`src/rtl/fetch_stage.sv`:
```
// Instruction fetch stage: owns the PC, talks to a combinational program
// memory, and fills the IF/ID pipeline register. A BOOT/RUN/HALT machine
// gates fetching. Any misaligned or out-of-range PC load parks the stage in HALT.
module fetch_stage #(
    parameter logic [31:0] RESET_PC     = 32'h0040_0000,
    parameter int          MEMORY_DEPTH = 32,
    parameter int          DATA_WIDTH   = 32
) (
    input  logic                  clk,
    input  logic                  reset,
    input  logic                  stall,
    input  logic                  branch_taken,
    input  logic [DATA_WIDTH-1:0] branch_target,
    input  logic                  jump,
    input  logic [DATA_WIDTH-1:0] jump_target,
    input  logic                  jr,
    input  logic [DATA_WIDTH-1:0] jr_target,
    input  logic [DATA_WIDTH-1:0] imem_instr,
    output logic [DATA_WIDTH-1:0] imem_addr,
    output logic [DATA_WIDTH-1:0] pc,
    output logic [DATA_WIDTH-1:0] if_id_instr,
    output logic [DATA_WIDTH-1:0] if_id_pc_plus4,
    output logic                  if_id_valid,
    output logic                  fetch_error
);

    localparam logic [DATA_WIDTH-1:0] RESET_ADDR = DATA_WIDTH'(RESET_PC);
    localparam logic [DATA_WIDTH-1:0] DEPTH_W    = DATA_WIDTH'(MEMORY_DEPTH);
    localparam logic [DATA_WIDTH-1:0] STEP       = DATA_WIDTH'(4);

    typedef enum logic [1:0] {
        BOOT = 2'd0,
        RUN  = 2'd1,
        HALT = 2'd2
    } state_t;

    state_t                state_q, state_d;
    logic [DATA_WIDTH-1:0] pc_q, pc_d;
    logic [DATA_WIDTH-1:0] instr_q, instr_d;
    logic [DATA_WIDTH-1:0] pcPlus4_q, pcPlus4_d;
    logic                  valid_q, valid_d;
    logic                  error_q, error_d;

    logic [DATA_WIDTH-1:0] pcPlus4;
    logic [DATA_WIDTH-1:0] nextTarget;
    logic [DATA_WIDTH-1:0] targetOffset;
    logic                  redirectReq;
    logic                  loadPc;
    logic                  targetBad;

    // Pick the address that would load into the PC this cycle and judge it
    always_comb begin
        pcPlus4      = pc_q + STEP;
        redirectReq  = jr | jump | branch_taken;
        if (jr) begin
            nextTarget = jr_target;
        end else if (jump) begin
            nextTarget = jump_target;
        end else if (branch_taken) begin
            nextTarget = branch_target;
        end else begin
            nextTarget = pcPlus4;
        end
        loadPc       = redirectReq | ~stall;
        targetOffset = nextTarget - RESET_ADDR;
        targetBad    = (nextTarget[1:0] != 2'b00) ||
                       (nextTarget < RESET_ADDR) ||
                       ((targetOffset >> 2) >= DEPTH_W);
    end

    // Next-state logic: redirect beats stall, and HALT freezes everything
    always_comb begin
        state_d   = state_q;
        pc_d      = pc_q;
        instr_d   = instr_q;
        pcPlus4_d = pcPlus4_q;
        valid_d   = valid_q;
        error_d   = error_q;
        unique case (state_q)
            BOOT: begin
                state_d = RUN;
            end
            RUN: begin
                if (loadPc) begin
                    pc_d = nextTarget;
                    if (targetBad) begin
                        state_d = HALT;
                        error_d = 1'b1;
                        instr_d = '0;
                        valid_d = 1'b0;
                    end else if (redirectReq) begin
                        instr_d = '0;
                        valid_d = 1'b0;
                    end else begin
                        instr_d   = imem_instr;
                        pcPlus4_d = pcPlus4;
                        valid_d   = 1'b1;
                    end
                end
            end
            HALT: begin
                state_d = HALT;
            end
            default: begin
                state_d = BOOT;
            end
        endcase
    end

    // State and pipeline register update with synchronous active-low reset
    always_ff @(posedge clk) begin
        if (!reset) begin
            state_q   <= BOOT;
            pc_q      <= RESET_ADDR;
            instr_q   <= '0;
            pcPlus4_q <= '0;
            valid_q   <= 1'b0;
            error_q   <= 1'b0;
        end else begin
            state_q   <= state_d;
            pc_q      <= pc_d;
            instr_q   <= instr_d;
            pcPlus4_q <= pcPlus4_d;
            valid_q   <= valid_d;
            error_q   <= error_d;
        end
    end

    assign imem_addr      = pc_q - RESET_ADDR;
    assign pc             = pc_q;
    assign if_id_instr    = instr_q;
    assign if_id_pc_plus4 = pcPlus4_q;
    assign if_id_valid    = valid_q;
    assign fetch_error    = error_q;

endmodule

```
`config.mk`:
```
export PLATFORM = sky130hd
export DESIGN_NAME = fetch_stage
export DESIGN_NICKNAME = d
export VERILOG_FILES = /design/src/rtl/fetch_stage.sv
export SDC_FILE = /design/constraint.sdc
export NUM_CORES = 1
export LEC_CHECK = 0
export CORE_UTILIZATION = 42
export DETAILED_ROUTE_END_ITERATION = 6
export GPL_ROUTABILITY_DRIVEN = 0
export GPL_TIMING_DRIVEN = 0
export PLACE_DENSITY_LB_ADDON = 0.08
export SLEW_MARGIN = 15
export SYNTH_ARGS = -nofsm -noshare
export SYNTH_HDL_FRONTEND = slang
export SYNTH_SLANG_ARGS = --single-unit
```
`constraint.sdc`:
```
create_clock -name clk -period 4.28 [get_ports clk]
set_input_delay 0.856 -clock clk [delete_from_list [all_inputs] [get_ports clk]]
set_output_delay 0.856 -clock clk [all_outputs]
set_load 0.1 [all_outputs]
```
==> insert_results.sql <==
INSERT INTO impl_metrics (metric_group, metric, value, unit) VALUES
('grt', 'antenna_violations_before_repair', '0', ''),
('hold_path', 'hold_class', 'reg -> reg', ''),
('synth', 'syn_area_per_cell', '8.10', 'um2'),
('clock_network', 'clk_pin_slew', '70', 'ps'),
('floorplanning', 'coreArea', '12800', 'um2'),
('pwr', 'leakagePower', '0.00338', 'uW'),
('floorplanning', 'floorplan.die.height', '117', 'um'),
('clock_network', 'numClockSinks', '100', ''),
('placement', 'detailed_place_hpwl', '15600', 'um'),
('pwr', 'switching_share', '46.1', '%'),
('setup_path', 'crit_fanout', '10', ''),
('layout', 'finalCoreUtilization', '68.9', '%'),
('pwr', 'power_share_of_the_sequential_group', '30.6', '%'),
('floorplanning', 'initial_core_util', '43.6', '%'),
('clock_network', 'cts.htree.levels', '3', ''),
('placement', 'io_buffers', '262', ''),
('setup_path', 'timing.critical_path.max_delay_family', 'buffers and inverters', ''),
('synth', 'synth_edf_count', '0', ''),
('drt', 'wl', '20300', 'um'),
('synth', 'gate_count_post_synth', '688', ''),
('setup_path', 'worst_endpoint_data_arrival_time', '4400', 'ps'),
('timing', 'relSlewSlack', '30.4', '%'),
('timing', 'period_needed', '4130', 'ps'),
('drt', 'route.detailed.vias_per_inst', '5.61', ''),
('grt', 'grt-ovfl-total', '0', ''),
('drt', 'detailroute.via_count', '6394', ''),
('setup_path', 'critical-path-max-stage-delay', '500', 'ps'),
('pwr', 'power_per_cell_area', '399', 'nW/um2'),
('layout', 'synthToLayoutAreaGrowth', '57.9', '%'),
('timing', 'worst-slew-pin-transition', '1040', 'ps'),
('synth', 'net_count_after_synthesis', '827', ''),
('grt', 'groute.usage.overall', '28.8', '%'),
('timing', 'achievable-frequency', '0.242', 'GHz'),
('floorplanning', 'die-area', '13700', 'um2'),
('synth', 'yosys_register_bits', '100', ''),
('pwr', 'p_int', '1890', 'uW'),
('synth', 'synth-async-reset-ratio', '0', '%'),
('setup_path', 'worst-path-stages', '14', ''),
('layout', 'drive_above_1_share', '9.09', '%'),
('pwr', 'net-switching-power', '1620', 'uW'),
('synth', 'seq_area_frac_synth', '35.9', '%'),
('floorplanning', 'num_rows', '41', ''),
('clock_network', 'ctsLongestPathBuffers', '2', ''),
('layout', 'final_cells', '1140', ''),
('clock_network', 'tritoncts', 'yes', ''),
('setup_path', 'crit_path_cell_trace', 'clkdlybuf4s50_1 > buf_2 > nor2_2 > clkbuf_1 > nand2_1 > o41a_1 > o31ai_1 > and3_1 > nand4_1 > nor4_4 > and2_1 > buf_2 > buf_6 > a22o_1', ''),
('grt', 'first_global_vias', '6189', ''),
('drt', 'first_iter_violations', '488', ''),
('clock_network', 'clk_latency', '330', 'ps'),
('clock_network', 'clockRootBuffer', 'sky130_fd_sc_hd__clkbuf_16', ''),
('status', 'status', 'completed', ''),
('synth', 'ys.warnings.count', '0', ''),
('setup_path', 'path_depth_of_the_worst_reg2reg_path', '14', ''),
('timing', 'timing_hold_violations_final', '0', ''),
('setup_path', 'cell_with_the_largest_stage_delay_on_the_worst_path', 'sky130_fd_sc_hd__clkdlybuf4s50_1', ''),
('grt', 'grt_start_max_net_pins', '19', ''),
('clock_network', 'tritoncts_buffers', '9', ''),
('drt', 'drt-wirelength-per-cell', '17.8', 'um'),
('timing', 'layout_worst_path_cycle_share', '96.5', '%'),
('drt', 'ant_nets', '0', ''),
('layout', 'fillers', '1055', ''),
('synth', 'synthDistinctLibCells', '56', ''),
('layout', 'multi_input_gate_area', '3150', 'um2'),
('setup_path', 'critPathMostFrequentCell', 'sky130_fd_sc_hd__buf_2', ''),
('layout', 'net_count_reported_at_finish', '1102', ''),
('hold_path', 'hold_path_depth', '1', ''),
('drt', 'drt-pass1-iter-count', '7', ''),
('layout', 'ff_latch_area', '2010', 'um2'),
('flow_run', 'maxCapViolCount', '0', ''),
('setup_path', 'worst-setup-path-type', 'in -> reg', ''),
('floorplanning', 'die_span_x', '117', 'um');
layout make-up:
class / count / area share [%]
Sequential cell: 100 / 22.8
Timing Repair Buffer: 264 / 30.0
Tap cell: 172 / 2.45
Buffer: 79 / 4.96
Multi-Input combinational cell: 494 / 35.8
Inverter: 15 / 0.640
Clock buffer: 10 / 2.72
Clock inverter: 6 / 0.626
cells in the mapped netlist (2+ instances only):
master                     count  area [um2]
sky130_fd_sc_hd__and2_1       46         288
sky130_fd_sc_hd__buf_6         3        33.8
sky130_fd_sc_hd__o211ai_1      9        67.6
sky130_fd_sc_hd__mux2_2        2        22.5
sky130_fd_sc_hd__or3_1         9        56.3
sky130_fd_sc_hd__nand4_1      11        68.8
sky130_fd_sc_hd__o22ai_1      16         100
sky130_fd_sc_hd__nand2_1     104         390
sky130_fd_sc_hd__nor4_1       11        68.8
sky130_fd_sc_hd__o21a_1        5        37.5
sky130_fd_sc_hd__buf_2         4        20.0
sky130_fd_sc_hd__dfxtp_1     100        2000
sky130_fd_sc_hd__inv_1        15        56.3
sky130_fd_sc_hd__o221ai_1      6        52.6
sky130_fd_sc_hd__mux2i_1      11         110
sky130_fd_sc_hd__and3_1        7        43.8
sky130_fd_sc_hd__a211oi_1      5        37.5
sky130_fd_sc_hd__nor3b_1       8        60.1
sky130_fd_sc_hd__nand2b_1      2        12.5
sky130_fd_sc_hd__a22o_1       33         289
sky130_fd_sc_hd__a31oi_1       2        12.5
sky130_fd_sc_hd__buf_1         3        11.3
sky130_fd_sc_hd__o211a_1      12         120
sky130_fd_sc_hd__nand3b_1      2        15.0
sky130_fd_sc_hd__o31ai_1      12        90.1
sky130_fd_sc_hd__a21oi_1      18        90.1
sky130_fd_sc_hd__xnor2_1       8        70.1
sky130_fd_sc_hd__clkbuf_1     45         169
sky130_fd_sc_hd__nor4b_1       2        17.5
sky130_fd_sc_hd__nand3_1      21         105
sky130_fd_sc_hd__buf_4        24         180
sky130_fd_sc_hd__or2_2         2        12.5
sky130_fd_sc_hd__a22oi_1       4        30.0
sky130_fd_sc_hd__o21ai_0      38         190
sky130_fd_sc_hd__nor2_1       12        45.0
sky130_fd_sc_hd__or4_1         6        45.0
sky130_fd_sc_hd__nor3_1       16        80.1
sky130_fd_sc_hd__and4_1        4        35.0
sky130_fd_sc_hd__ha_1          5        62.6
sky130_fd_sc_hd__xor2_1        9        78.8
sky130_fd_sc_hd__o31a_1        6        52.6
sky130_fd_sc_hd__nor2b_1      16         100
cells by family after synthesis:
| group | synth area share (%) |
|---|---|
| multiplexers | 2.38 |
| AO/OA/AOI/OAI | 22.8 |
| flip-flops | 35.9 |
| buffers and inverters | 8.44 |
| adder cells (fa/ha/maj) | 1.12 |
| AND/OR/NAND/NOR | 26.7 |
| XOR/XNOR | 2.67 |
power by group through the flow:
| stage | Clock [uW] | Combinational [uW] | Sequential (uW) |
|---|---|---|---|
| 2_1_floorplan | 0 | 864 | 1380 |
| 5_1_grt | 839 | 1710 | 1080 |
| 6_report | 795 | 1640 | 1080 |
| 4_1_cts | 806 | 1630 | 1070 |
| 3_5_place_dp | 0 | 1620 | 1090 |
| 3_3_place_gp | 0 | 1610 | 1090 |
state kept, by name, summed over array words and instances (netlist names):
register	flops
if_id_instr	32
if_id_pc_plus4	32
pc	32
state_q	2
fetch_error	1
if_id_valid	1
repair_timing:
action	CTS	global route
resized for setup	11	22
setup endpoints to repair	67	64
setup buffers	1	1
hold buffers	0	0
pin swaps	1	2
worst paths after layout:
kind	slack, ps	start	endpoint
max reg2reg	280	pc[4]	if_id_instr[18]
min reg2reg	460	if_id_pc_plus4[26]	if_id_pc_plus4[26]
min	460	if_id_pc_plus4[26]	if_id_pc_plus4[26]
max	150	branch_taken	if_id_instr[18]
cells in the final DEF, fill, tap and decap left out, types with 4 or more instances in the layout:
master                              n
sky130_fd_sc_hd__clkbuf_2           7
sky130_fd_sc_hd__clkbuf_1          33
sky130_fd_sc_hd__nand3_1           21
sky130_fd_sc_hd__dfxtp_2            7
sky130_fd_sc_hd__nor3_1            16
sky130_fd_sc_hd__nand4_1           11
sky130_fd_sc_hd__clkdlybuf4s50_1  262
sky130_fd_sc_hd__nor2b_1           15
sky130_fd_sc_hd__o31ai_1           11
sky130_fd_sc_hd__dfxtp_1           93
sky130_fd_sc_hd__and4_1             4
sky130_fd_sc_hd__buf_2              9
sky130_fd_sc_hd__xor2_1             8
sky130_fd_sc_hd__o21ai_0           38
sky130_fd_sc_hd__mux2i_1           11
sky130_fd_sc_hd__o22ai_1           16
sky130_fd_sc_hd__or3_1              9
sky130_fd_sc_hd__nor2_1            11
sky130_fd_sc_hd__buf_4             26
sky130_fd_sc_hd__or4_1              6
sky130_fd_sc_hd__inv_1             15
sky130_fd_sc_hd__o211ai_1           9
sky130_fd_sc_hd__and2_1            46
sky130_fd_sc_hd__o211a_1           12
sky130_fd_sc_hd__o21a_1             5
sky130_fd_sc_hd__clkbuf_16          9
sky130_fd_sc_hd__a22o_1            33
sky130_fd_sc_hd__xnor2_1            6
sky130_fd_sc_hd__ha_1               4
sky130_fd_sc_hd__nor3b_1            8
sky130_fd_sc_hd__o31a_1             6
sky130_fd_sc_hd__a211oi_1           4
sky130_fd_sc_hd__a22oi_1            4
sky130_fd_sc_hd__nor4_1            11
sky130_fd_sc_hd__nand2_1          104
sky130_fd_sc_hd__and3_1             7
sky130_fd_sc_hd__a21oi_1           18
sky130_fd_sc_hd__o221ai_1           6
through the flow:
| stage | hold slack [ps] | total power, uW | setup TNS [ps] | cell area (um2) | setup slack (ps) |
|---|---|---|---|---|---|
| after global routing | 474 | 3630 | -30.0 | 8800 | -10.5 |
| final | 458 | 3510 | 0 | 8800 | 152 |
| after detailed placement | 444 | 2710 | -68810 | 8440 | -1180 |
| after CTS | 463 | 3510 | 0 | 8770 | 20.1 |
| after global placement | 441 | 2700 | -69420 | 8440 | -1150 |
| after floorplan | 435 | 2240 | -163 | 5600 | -163 |
routing by layer:
metal	up-vias	track usage, %	wire length, um
li1	3012	-	-
met1	3001	36.0	8400
met2	338	48.6	9750
met3	43	5.30	1660
met4	0	12.1	505
met5	-	0	0
(Power assumes the default switching activity.)
